<file path="config.mk">
export PLATFORM = sky130hd
export DESIGN_NAME = bcd_scan_ctrl
export DESIGN_NICKNAME = d
export VERILOG_FILES = /design/src/rtl/bcd_scan_ctrl_pkg.sv /design/src/rtl/seg7_encode.sv /design/src/rtl/bcd_scan_ctrl.sv
export SDC_FILE = /design/constraint.sdc
export NUM_CORES = 1
export LEC_CHECK = 0
export ABC_AREA = 1
export CORE_UTILIZATION = 45
export CTS_BUF_LIST = sky130_fd_sc_hd__clkbuf_8
export DETAILED_ROUTE_END_ITERATION = 12
export HOLD_SLACK_MARGIN = 0.06
export PLACE_DENSITY = 0.66
export SLEW_MARGIN = 10
export SYNTH_ARGS = -nofsm -noshare
export SYNTH_HDL_FRONTEND = slang
export SYNTH_SLANG_ARGS = --single-unit
</file>
<file path="constraint.sdc">
create_clock -name clk -period 2 [get_ports clk]
set_input_delay 0.2 -clock clk [delete_from_list [all_inputs] [get_ports clk]]
set_output_delay 0.2 -clock clk [all_outputs]
set_load 0.02 [all_outputs]
</file>
<file path="src/rtl/bcd_scan_ctrl_pkg.sv">
// Shared definitions for the BCD display controller: FSM encoding, digit
// geometry, seven-segment codes and the double-dabble adjust step.
package bcd_scan_ctrl_pkg;

  localparam logic STATE_IDLE = 1'b0;
  localparam logic STATE_CONV = 1'b1;

  localparam int NUM_DIGITS = 3;
  localparam int CONV_STEPS = 8;

  // Segment order is {g,f,e,d,c,b,a}, active-high
  localparam logic [6:0] SEG_0 = 7'b0111111;
  localparam logic [6:0] SEG_1 = 7'b0000110;
  localparam logic [6:0] SEG_2 = 7'b1011011;
  localparam logic [6:0] SEG_3 = 7'b1001111;
  localparam logic [6:0] SEG_4 = 7'b1100110;
  localparam logic [6:0] SEG_5 = 7'b1101101;
  localparam logic [6:0] SEG_6 = 7'b1111101;
  localparam logic [6:0] SEG_7 = 7'b0000111;
  localparam logic [6:0] SEG_8 = 7'b1111111;
  localparam logic [6:0] SEG_9 = 7'b1100111;
  localparam logic [6:0] SEG_OFF = 7'b0000000;

  typedef struct packed {
    logic [3:0] hund;
    logic [3:0] tens;
    logic [3:0] units;
  } digits_t;

  function automatic logic [11:0] dabbleAdjust(input logic [11:0] acc);
    logic [11:0] res;
    res = acc;
    for (int n = 0; n < NUM_DIGITS; n++) begin
      if (acc[4*n +: 4] >= 4'd5) res[4*n +: 4] = acc[4*n +: 4] + 4'd3;
    end
    return res;
  endfunction

endpackage

</file>
<file path="src/rtl/seg7_encode.sv">
// Combinational BCD-to-seven-segment encoder; non-decimal nibbles go dark.
module seg7_encode
  import bcd_scan_ctrl_pkg::*;
(
  input  logic [3:0] bcd_i,
  output logic [6:0] seg_o
);

  always_comb begin
    seg_o = SEG_OFF;
    case (bcd_i)
      4'd0: seg_o = SEG_0;
      4'd1: seg_o = SEG_1;
      4'd2: seg_o = SEG_2;
      4'd3: seg_o = SEG_3;
      4'd4: seg_o = SEG_4;
      4'd5: seg_o = SEG_5;
      4'd6: seg_o = SEG_6;
      4'd7: seg_o = SEG_7;
      4'd8: seg_o = SEG_8;
      4'd9: seg_o = SEG_9;
      default: seg_o = SEG_OFF;
    endcase
  end

endmodule

</file>
<file path="src/rtl/bcd_scan_ctrl.sv">
// Binary-to-BCD converter (one double-dabble step per cycle) feeding a
// free-running three-digit multiplexed seven-segment scanner.
module bcd_scan_ctrl
  import bcd_scan_ctrl_pkg::*;
#(
  parameter int SCAN_DIV = 4,
  parameter bit BLANK_LZ = 1'b0
) (
  input  logic       clk,
  input  logic       rst_n,
  input  logic [7:0] bin_in,
  input  logic       load,
  output logic       busy,
  output logic       done,
  output logic [6:0] seg,
  output logic [2:0] dig_sel
);

  localparam logic [2:0]  LAST_STEP = 3'(CONV_STEPS - 1);
  localparam logic [15:0] DIV_LAST  = 16'(SCAN_DIV - 1);

  logic        state_q, state_d;
  logic [7:0]  shift_q, shift_d;
  logic [11:0] acc_q, acc_d;
  logic [2:0]  step_q, step_d;
  digits_t     shadow_q, shadow_d;
  logic        done_q, done_d;
  logic [15:0] divCnt_q, divCnt_d;
  logic [1:0]  idx_q, idx_d;
  logic [6:0]  seg_q, seg_d;
  logic [2:0]  digSel_q, digSel_d;

  logic [11:0] accAdj;
  logic [3:0]  digitMux;
  logic [6:0]  segCode;
  logic        blank;

  always_comb begin
    state_d  = state_q;
    shift_d  = shift_q;
    acc_d    = acc_q;
    step_d   = step_q;
    shadow_d = shadow_q;
    done_d   = 1'b0;
    accAdj   = dabbleAdjust(acc_q);
    case (state_q)
      STATE_IDLE: begin
        if (load) begin
          state_d = STATE_CONV;
          shift_d = bin_in;
          acc_d   = '0;
          step_d  = '0;
        end
      end
      default: begin
        acc_d   = {accAdj[10:0], shift_q[7]};
        shift_d = {shift_q[6:0], 1'b0};
        step_d  = step_q + 3'd1;
        // The eighth shift produces the final BCD value; commit it directly
        if (step_q == LAST_STEP) begin
          state_d  = STATE_IDLE;
          shadow_d = digits_t'(acc_d);
          done_d   = 1'b1;
        end
      end
    endcase
  end

  always_comb begin
    divCnt_d = divCnt_q + 16'd1;
    idx_d    = idx_q;
    if (divCnt_q == DIV_LAST) begin
      divCnt_d = '0;
      idx_d    = (idx_q == 2'd2) ? 2'd0 : idx_q + 2'd1;
    end
  end

  always_comb begin
    digitMux = shadow_q.units;
    digSel_d = 3'b001;
    blank    = 1'b0;
    case (idx_q)
      2'd1: begin
        digitMux = shadow_q.tens;
        digSel_d = 3'b010;
        blank    = BLANK_LZ && (shadow_q.tens == 4'd0) && (shadow_q.hund == 4'd0);
      end
      2'd2: begin
        digitMux = shadow_q.hund;
        digSel_d = 3'b100;
        blank    = BLANK_LZ && (shadow_q.hund == 4'd0);
      end
      default: ;
    endcase
    seg_d = blank ? SEG_OFF : segCode;
  end

  seg7_encode uEncode (
    .bcd_i (digitMux),
    .seg_o (segCode)
  );

  always_ff @(posedge clk or negedge rst_n) begin
    if (!rst_n) begin
      state_q  <= STATE_IDLE;
      shift_q  <= '0;
      acc_q    <= '0;
      step_q   <= '0;
      shadow_q <= '0;
      done_q   <= 1'b0;
      divCnt_q <= '0;
      idx_q    <= '0;
      seg_q    <= SEG_OFF;
      digSel_q <= '0;
    end else begin
      state_q  <= state_d;
      shift_q  <= shift_d;
      acc_q    <= acc_d;
      step_q   <= step_d;
      shadow_q <= shadow_d;
      done_q   <= done_d;
      divCnt_q <= divCnt_d;
      idx_q    <= idx_d;
      seg_q    <= seg_d;
      digSel_q <= digSel_d;
    end
  end

  assign busy    = (state_q == STATE_CONV);
  assign done    = done_q;
  assign seg     = seg_q;
  assign dig_sel = digSel_q;

endmodule

</file>
==> results of run 1 <==
-- final cells by class --
type	instances	share of cell area (%)
Timing Repair Buffer	29	7.39
Clock inverter	7	0.818
Inverter	45	4.41
Sequential cell	65	42.5
Multi-Input combinational cell	274	38.5
Tap cell	96	3.14
Clock buffer	9	3.24
-- kinds of logic (layout without fill, tap and decap cells) --
group,count (synthesis),count (layout)
AO/OA/AOI/OAI,41,41
XOR/XNOR,7,7
adder cells (fa/ha/maj),20,20
buffers and inverters,51,90
flip-flops,65,65
AND/OR/NAND/NOR,206,206
-- routing by layer --
metal | vias to the layer above | GRT usage (%) | wire (µm)
li1 | 1326 | - | -
met1 | 1190 | 24.5 | 2900
met2 | 42 | 28.4 | 2680
met3 | 10 | 3.98 | 195
met4 | 0 | 8.05 | 125
met5 | - | 0 | 0
-- Yosys cell counts (5+ instances only) --
cell type and number:
sky130_fd_sc_hd__nand3_1 34, sky130_fd_sc_hd__inv_2 5, sky130_fd_sc_hd__xor2_1 5, sky130_fd_sc_hd__ha_1 20, sky130_fd_sc_hd__o21ai_0 11, sky130_fd_sc_hd__nor2_1 25
sky130_fd_sc_hd__o21ai_1 8, sky130_fd_sc_hd__nor3_1 8, sky130_fd_sc_hd__inv_1 39, sky130_fd_sc_hd__o22ai_1 11, sky130_fd_sc_hd__buf_2 6, sky130_fd_sc_hd__dfrtp_1 65
sky130_fd_sc_hd__nand2_1 121
-- worst max-delay path by stage --
stage / end / slack (ns) / cells past startpoint / start
finish: seg[3] / 0.17 / 10 / idx_q[0]
CTS: seg[3] / 0.09 / 10 / idx_q[0]
floorplan: seg[3] / 0.04 / 10 / idx_q[0]
global route: seg[3] / 0.05 / 10 / idx_q[0]
detailed placement: seg[3] / 0.09 / 10 / idx_q[0]
global placement: seg[3] / 0.13 / 10 / idx_q[0]
-- worst max-delay path, cell delays in order (launching register included) --
cell,delay (ns)
sky130_fd_sc_hd__dfrtp_1,0.37
sky130_fd_sc_hd__inv_1,0.14
sky130_fd_sc_hd__ha_4,0.25
sky130_fd_sc_hd__or2_2,0.27
sky130_fd_sc_hd__nand2_1,0.09
sky130_fd_sc_hd__inv_1,0.06
sky130_fd_sc_hd__ha_1,0.28
sky130_fd_sc_hd__nand3_1,0.11
sky130_fd_sc_hd__nand2_1,0.06
sky130_fd_sc_hd__nand2_1,0.05
sky130_fd_sc_hd__nand2_1,0.04
-- where the power goes --
part,internal [mW],switching [mW],leakage (nW)
clock,0.427,0.482,0.0963
combinational,0.809,1.18,1.06
sequential,1.74,0.258,0.820
total,2.98,1.92,1.98
-- registers in the layout, summed over array words and instances (netlist names) --
register	count
step_q	3
acc_q	12
seg	7
done	1
divCnt_q	16
dig_sel	3
busy	1
shadow_q	12
idx_q	2
shift_q	8
-- per-stage QoR --
step	instance area [µm²]	hold slack, ns	util, %	setup WS, ns
after floorplan	3290	-0.0956	-	0.0414
after global placement	3650	0.178	52.8	0.125
after detailed placement	3650	0.188	52.8	0.0915
after CTS	3810	0.357	55.2	0.0882
after global routing	3830	0.401	55.4	0.0502
final	3830	0.347	55.4	0.171
-- what timing repair did --
action	CTS	global route
hold buffers	1	0
setup buffers	0	0
gates resized for setup	0	3
endpoints found under the hold margin	19	0
endpoints found under the setup margin	0	4
==> flow_metrics.py, run 1 <==
metrics = {
    "routing": {
        "dr_total_vias": 2568,
        "remaining_drc_errors": 0,
        "antenna_violating_nets_post_route": 0,
        "drtIter0Drc": 110,
        "detail_route.wl_per_cell_um": 11.2,
        "route.detailed.vias_per_inst": 4.89,
        "route.final.wire_length_mm": 5.90,
        "detailedRoute.firstPassIterationCount": 4,
    },
    "global_routing": {
        "grt_overflow_total": 0,
        "grt_pass1_vias": 2408,
        "grt_use_total_pct": 18.2,
        "grt_pass1_wl_mm": 10.7,
        "grt_antenna_before_repair": 0,
        "grt_start_max_net_pins": 47,
    },
    "yosys": {
        "async_flop_share_pct": 100,
        "post_synth_and_or_nand_nor_area_fraction_pct": 27.6,
        "synthTopCellsByArea": "sky130_fd_sc_hd__dfrtp_1 50%, sky130_fd_sc_hd__nand2_1 14%, sky130_fd_sc_hd__ha_1 7.6%",
        "compound_gate_portion_of_the_synthesized_area_pct": 7.35,
        "number_of_synthesized_flops_with_an_enable_pin": 0,
        "synth.top_cell.area_share_pct": 49.5,
        "synth-adder-area-share_pct": 7.62,
        "synth_top_cell_by_area": "sky130_fd_sc_hd__dfrtp_1",
        "yosys.cell_types.count": 30,
        "postSynthNetCount": 421,
        "cells_after_synth": 390,
        "synthesized_cell_area_um2": 3290,
        "ys_seq_elements": 65,
        "syn-mean-instance-area_um2": 8.42,
        "synth_top_family_by_area": "simple AND/OR/NAND/NOR gates",
        "synth.area.mux_share_pct": 0,
        "synthFlopType": "sky130_fd_sc_hd__dfrtp_1",
        "synthXorXnorAreaFrac_pct": 1.87,
        "yosysWarnings": 0,
        "synth-seq-area-share_pct": 49.5,
    },
    "layout": {
        "area_growth_pct": 16.5,
        "layout.cells.most_common_list": "121 x sky130_fd_sc_hd__nand2_1, 65 x sky130_fd_sc_hd__dfrtp_1, 42 x sky130_fd_sc_hd__inv_1",
        "layoutNonFillerInstCount": 525,
        "regArea_um2": 1630,
        "final_layout_size_suffix_gt1_share_pct": 9.56,
        "multi_input_area_um2": 1470,
        "fillerInstances": 652,
        "nets": 455,
        "mostFrequentLayoutCell": "sky130_fd_sc_hd__nand2_1",
        "diodes": 0,
    },
    "sta": {
        "fin_worst_skew_ns": 0.00756,
        "hold_viol": 0,
        "timing_worst_slew_pin_value_ns": 0.481,
        "period_needed_ns": 1.83,
        "final_setup_viols": 0,
        "fin_setup_tns_ns": 0,
        "slew-limit-headroom_pct": 68.0,
        "layout_worst_path_cycle_share_pct": 91.4,
        "clock.fmax_ghz": 0.547,
        "rsz0062_at_grt": "false",
        "slew_viol_final": 0,
    },
    "place": {
        "number_of_instances_in_the_placed_design": 508,
        "detail_placement_hpwl_mm": 4.23,
        "io_buffers": 22,
        "globalplace.congestion": 0.770,
    },
    "power_and_ir_drop": {
        "leakage_nw": 1.98,
        "pwr_dens_nw_per_um2": 1280,
        "worst_supply_voltage_drop_on_vdd_mv": 0.729,
        "total_power_mw": 4.90,
    },
    "critical_path": {
        "timing.critical_path.arrival_ns": 2.06,
        "required_ns": 2.23,
        "regToRegStartpoint": "idx_q[0]",
        "reg2regPathDepth": 10,
        "setup_crit_end_kind": "flip-flop",
        "critPathMaxFanout": 7,
        "crit_path_start_kind": "flip-flop",
        "regToRegEndpoint": "seg[3]",
        "crit_type": "reg2reg",
        "reg2reg_setup_slack_ns": 0.17,
    },
    "clock_tree": {
        "clock_tree_from_tritoncts": "done",
        "ctsHtreeMaxLevel": 3,
        "clkLatencyLatePin_ns": 0.34,
        "cts_buffers": 9,
        "clk_pin_slew_ns": 0.07,
        "cts.sink_count": 65,
        "root_buffer_selected_by_cts": "sky130_fd_sc_hd__clkbuf_8",
        "cts-root-to-sink-buffers": 2,
    },
    "run": {
        "max_cap_violations": 0,
    },
    "floorplan": {
        "io_pins": 23,
        "effective_utilization_at_floorplan_pct": 47.6,
        "core.rowCount": 30,
        "die_span_in_x_um": 87.5,
        "dieHeight_um": 87.5,
        "floorplan.core_area_um2": 6910,
        "dieArea_um2": 7650,
    },
    "outcome": {
        "run_status": "complete, no violations",
    },
    "hold_path": {
        "hold_class": "in2async",
    },
}
(Power assumes the default switching activity.)
==> run 2, diff against run 1 <==
- CORE_UTILIZATION: 45 -> 53
- PLACE_DENSITY: 0.66 -> 0.76
- SLEW_MARGIN: 10 -> default
==> run 2 against run 1 <==
Compared with the run above: design area rose by 0.69%; first-iteration DRC count fell by 12%; non-clock buffer count did not move; worst hold slack improved by 0.0021 ns; final cell count fell by 4.0%; worst setup slack barely moved; via count fell by 0.23%; global-route usage rose by 2.3 points; combinational power barely moved; sequential share of layout area fell by 0.29 points; clock-buffer cell count rose by 3; clock skew rose by 0.00080 ns; critical path type unchanged; critical endpoint unchanged; largest power group unchanged; highest routed layer unchanged.
==> flow_metrics.py, run 2 (synthesis results as in run 1) <==
metrics = {
    "critical_path": {
        "cpMaxStageDelayCell": "sky130_fd_sc_hd__dfrtp_1",
        "cp_cell_sequence": "inv_1, ha_4, or2_2, nand2_1, inv_1, ha_1, nand3_1, nand2_1, nand2_1, nand2_1",
        "crit_type": "reg2reg",
        "crit_path_max_incr_delay_ns": 0.38,
        "crit_top_cell": "sky130_fd_sc_hd__nand2_1",
        "path_delay_family": "simple AND/OR/NAND/NOR gates",
        "worst-path-buf-inv": 2,
        "crit_path_start_kind": "flip-flop",
        "required_ns": 2.23,
        "setup_crit_end_kind": "flip-flop",
        "timing.critical_path.arrival_ns": 2.06,
        "critPathMaxFanout": 7,
    },
    "routing": {
        "dr_total_vias": 2562,
        "detail_route.wl_per_cell_um": 11.7,
        "remaining_drc_errors": 0,
        "route.detailed.vias_per_inst": 5.08,
        "drtIter0Drc": 97,
        "detailedRoute.firstPassIterationCount": 4,
        "antenna_violating_nets_post_route": 0,
        "route.final.wire_length_mm": 5.88,
    },
    "sta": {
        "final_setup_viols": 0,
        "rsz0062_at_grt": "false",
        "period_needed_ns": 1.83,
        "timing_worst_slew_pin_value_ns": 0.486,
        "hold_viol": 0,
        "timing.final.ws_setup_ns": 0.171,
        "slew-limit-headroom_pct": 67.6,
        "clock.fmax_ghz": 0.547,
        "layout_worst_path_cycle_share_pct": 91.4,
        "fin_setup_tns_ns": 0,
        "slew_viol_final": 0,
        "fin_worst_skew_ns": 0.00837,
    },
    "floorplan": {
        "dieArea_um2": 6520,
        "floorplan.core_area_um2": 5960,
        "effective_utilization_at_floorplan_pct": 55.2,
        "io_pins": 23,
        "core.rowCount": 28,
        "dieHeight_um": 80.7,
        "die_span_in_x_um": 80.7,
    },
    "run": {
        "max_cap_violations": 0,
    },
    "layout": {
        "layout.cells.most_common_list": "121 x sky130_fd_sc_hd__nand2_1, 65 x sky130_fd_sc_hd__dfrtp_1, 41 x sky130_fd_sc_hd__inv_1",
        "final_design_area_no_fill_um2": 3850,
        "layout_top_registers": "divCnt_q x16, acc_q x12, shadow_q x12",
        "mostFrequentLayoutCell": "sky130_fd_sc_hd__nand2_1",
        "diodes": 0,
        "largest-register": "divCnt_q",
        "final_layout_size_suffix_gt1_share_pct": 9.79,
        "area_growth_pct": 17.3,
        "largest_reg_flops": 16,
        "nets": 455,
    },
    "place": {
        "detail_placement_hpwl_mm": 4.24,
        "globalplace.congestion": 0.828,
        "io_buffers": 22,
        "placedInstanceArea_um2": 3620,
        "pre_cts_slack_ns": 0.0987,
    },
    "clock_tree": {
        "cts-root-to-sink-buffers": 2,
        "root_buffer_selected_by_cts": "sky130_fd_sc_hd__clkbuf_8",
        "post-cts-setup-buffers": 0,
        "cts.sink_count": 65,
        "clock_tree_from_tritoncts": "done",
        "clk_pin_slew_ns": 0.07,
        "cts_buffers": 9,
        "ctsHtreeMaxLevel": 3,
        "clkLatencyLatePin_ns": 0.34,
    },
    "global_routing": {
        "grt_antenna_before_repair": 0,
        "grt_overflow_total": 0,
        "grt_pass1_vias": 2410,
        "grt_pass1_wl_mm": 10.2,
        "grt_use_total_pct": 20.5,
        "grt_start_max_net_pins": 46,
    },
    "power_and_ir_drop": {
        "worst_supply_voltage_drop_on_vdd_mv": 0.940,
        "pwr_dens_nw_per_um2": 1340,
        "leakage_nw": 2.00,
    },
    "outcome": {
        "run_status": "complete, no violations",
    },
    "hold_path": {
        "hold_class": "in2async",
    },
}
run 2: cell type report:
cell class                 count  area, µm²
tap                           75       93.8
multi-input combinational    274       1470
clock inverter                 4       42.5
inverter                      45        169
timing repair buffer          29        283
fill                         505       2100
clock buffer                  12        165
sequential                    65       1630
run 2: stage by stage:
step                instances  hold slack [ns]  power [mW]  utilization, %
finish                    504            0.349        5.17            64.7
global placement          487            0.180        3.94            60.8
detailed placement        487            0.192        4.03            60.8
CTS                       504            0.352        5.20            64.5
global route              504            0.400        5.61            64.7
floorplan                 390          -0.0956        3.45               -
run 2: layer usage:
layer | global-route usage, % | wire, µm | vias to the layer above | part of all wire [%]
met5 | 0 | 0 | - | 0
met2 | 33.2 | 2780 | 60 | 47
li1 | - | - | 1321 | -
met4 | 9.82 | 74 | 0 | 1.3
met3 | 5.17 | 236 | 10 | 4.0
met1 | 25.8 | 2790 | 1171 | 47
run 2: report_power, final:
| part | switching, mW | internal (mW) | leakage (nW) |
|---|---|---|---|
| registers | 0.280 | 1.74 | 0.820 |
| clock network | 0.482 | 0.667 | 0.115 |
| logic | 1.18 | 0.813 | 1.06 |
run 2: worst paths after layout:
path	start	end	slack (ns)	cells past startpoint
worst max register to register	idx_q[0]	seg[3]	0.17	10
worst max-delay path	idx_q[0]	seg[3]	0.17	10
min in group clk	bin_in[0]	shift_q[0]	0.42	3
worst min-delay path	rst_n	divCnt_q[11]	0.35	2
max in group asynchronous	rst_n	step_q[2]	1.05	3
worst min register to register	divCnt_q[15]	divCnt_q[15]	0.48	1
run 2: what timing repair did:
action,4_1_cts,5_1_grt
endpoints found under the setup margin,0,5
resized for setup,0,3
hold endpoints to repair,20,0
hold buffers,1,0
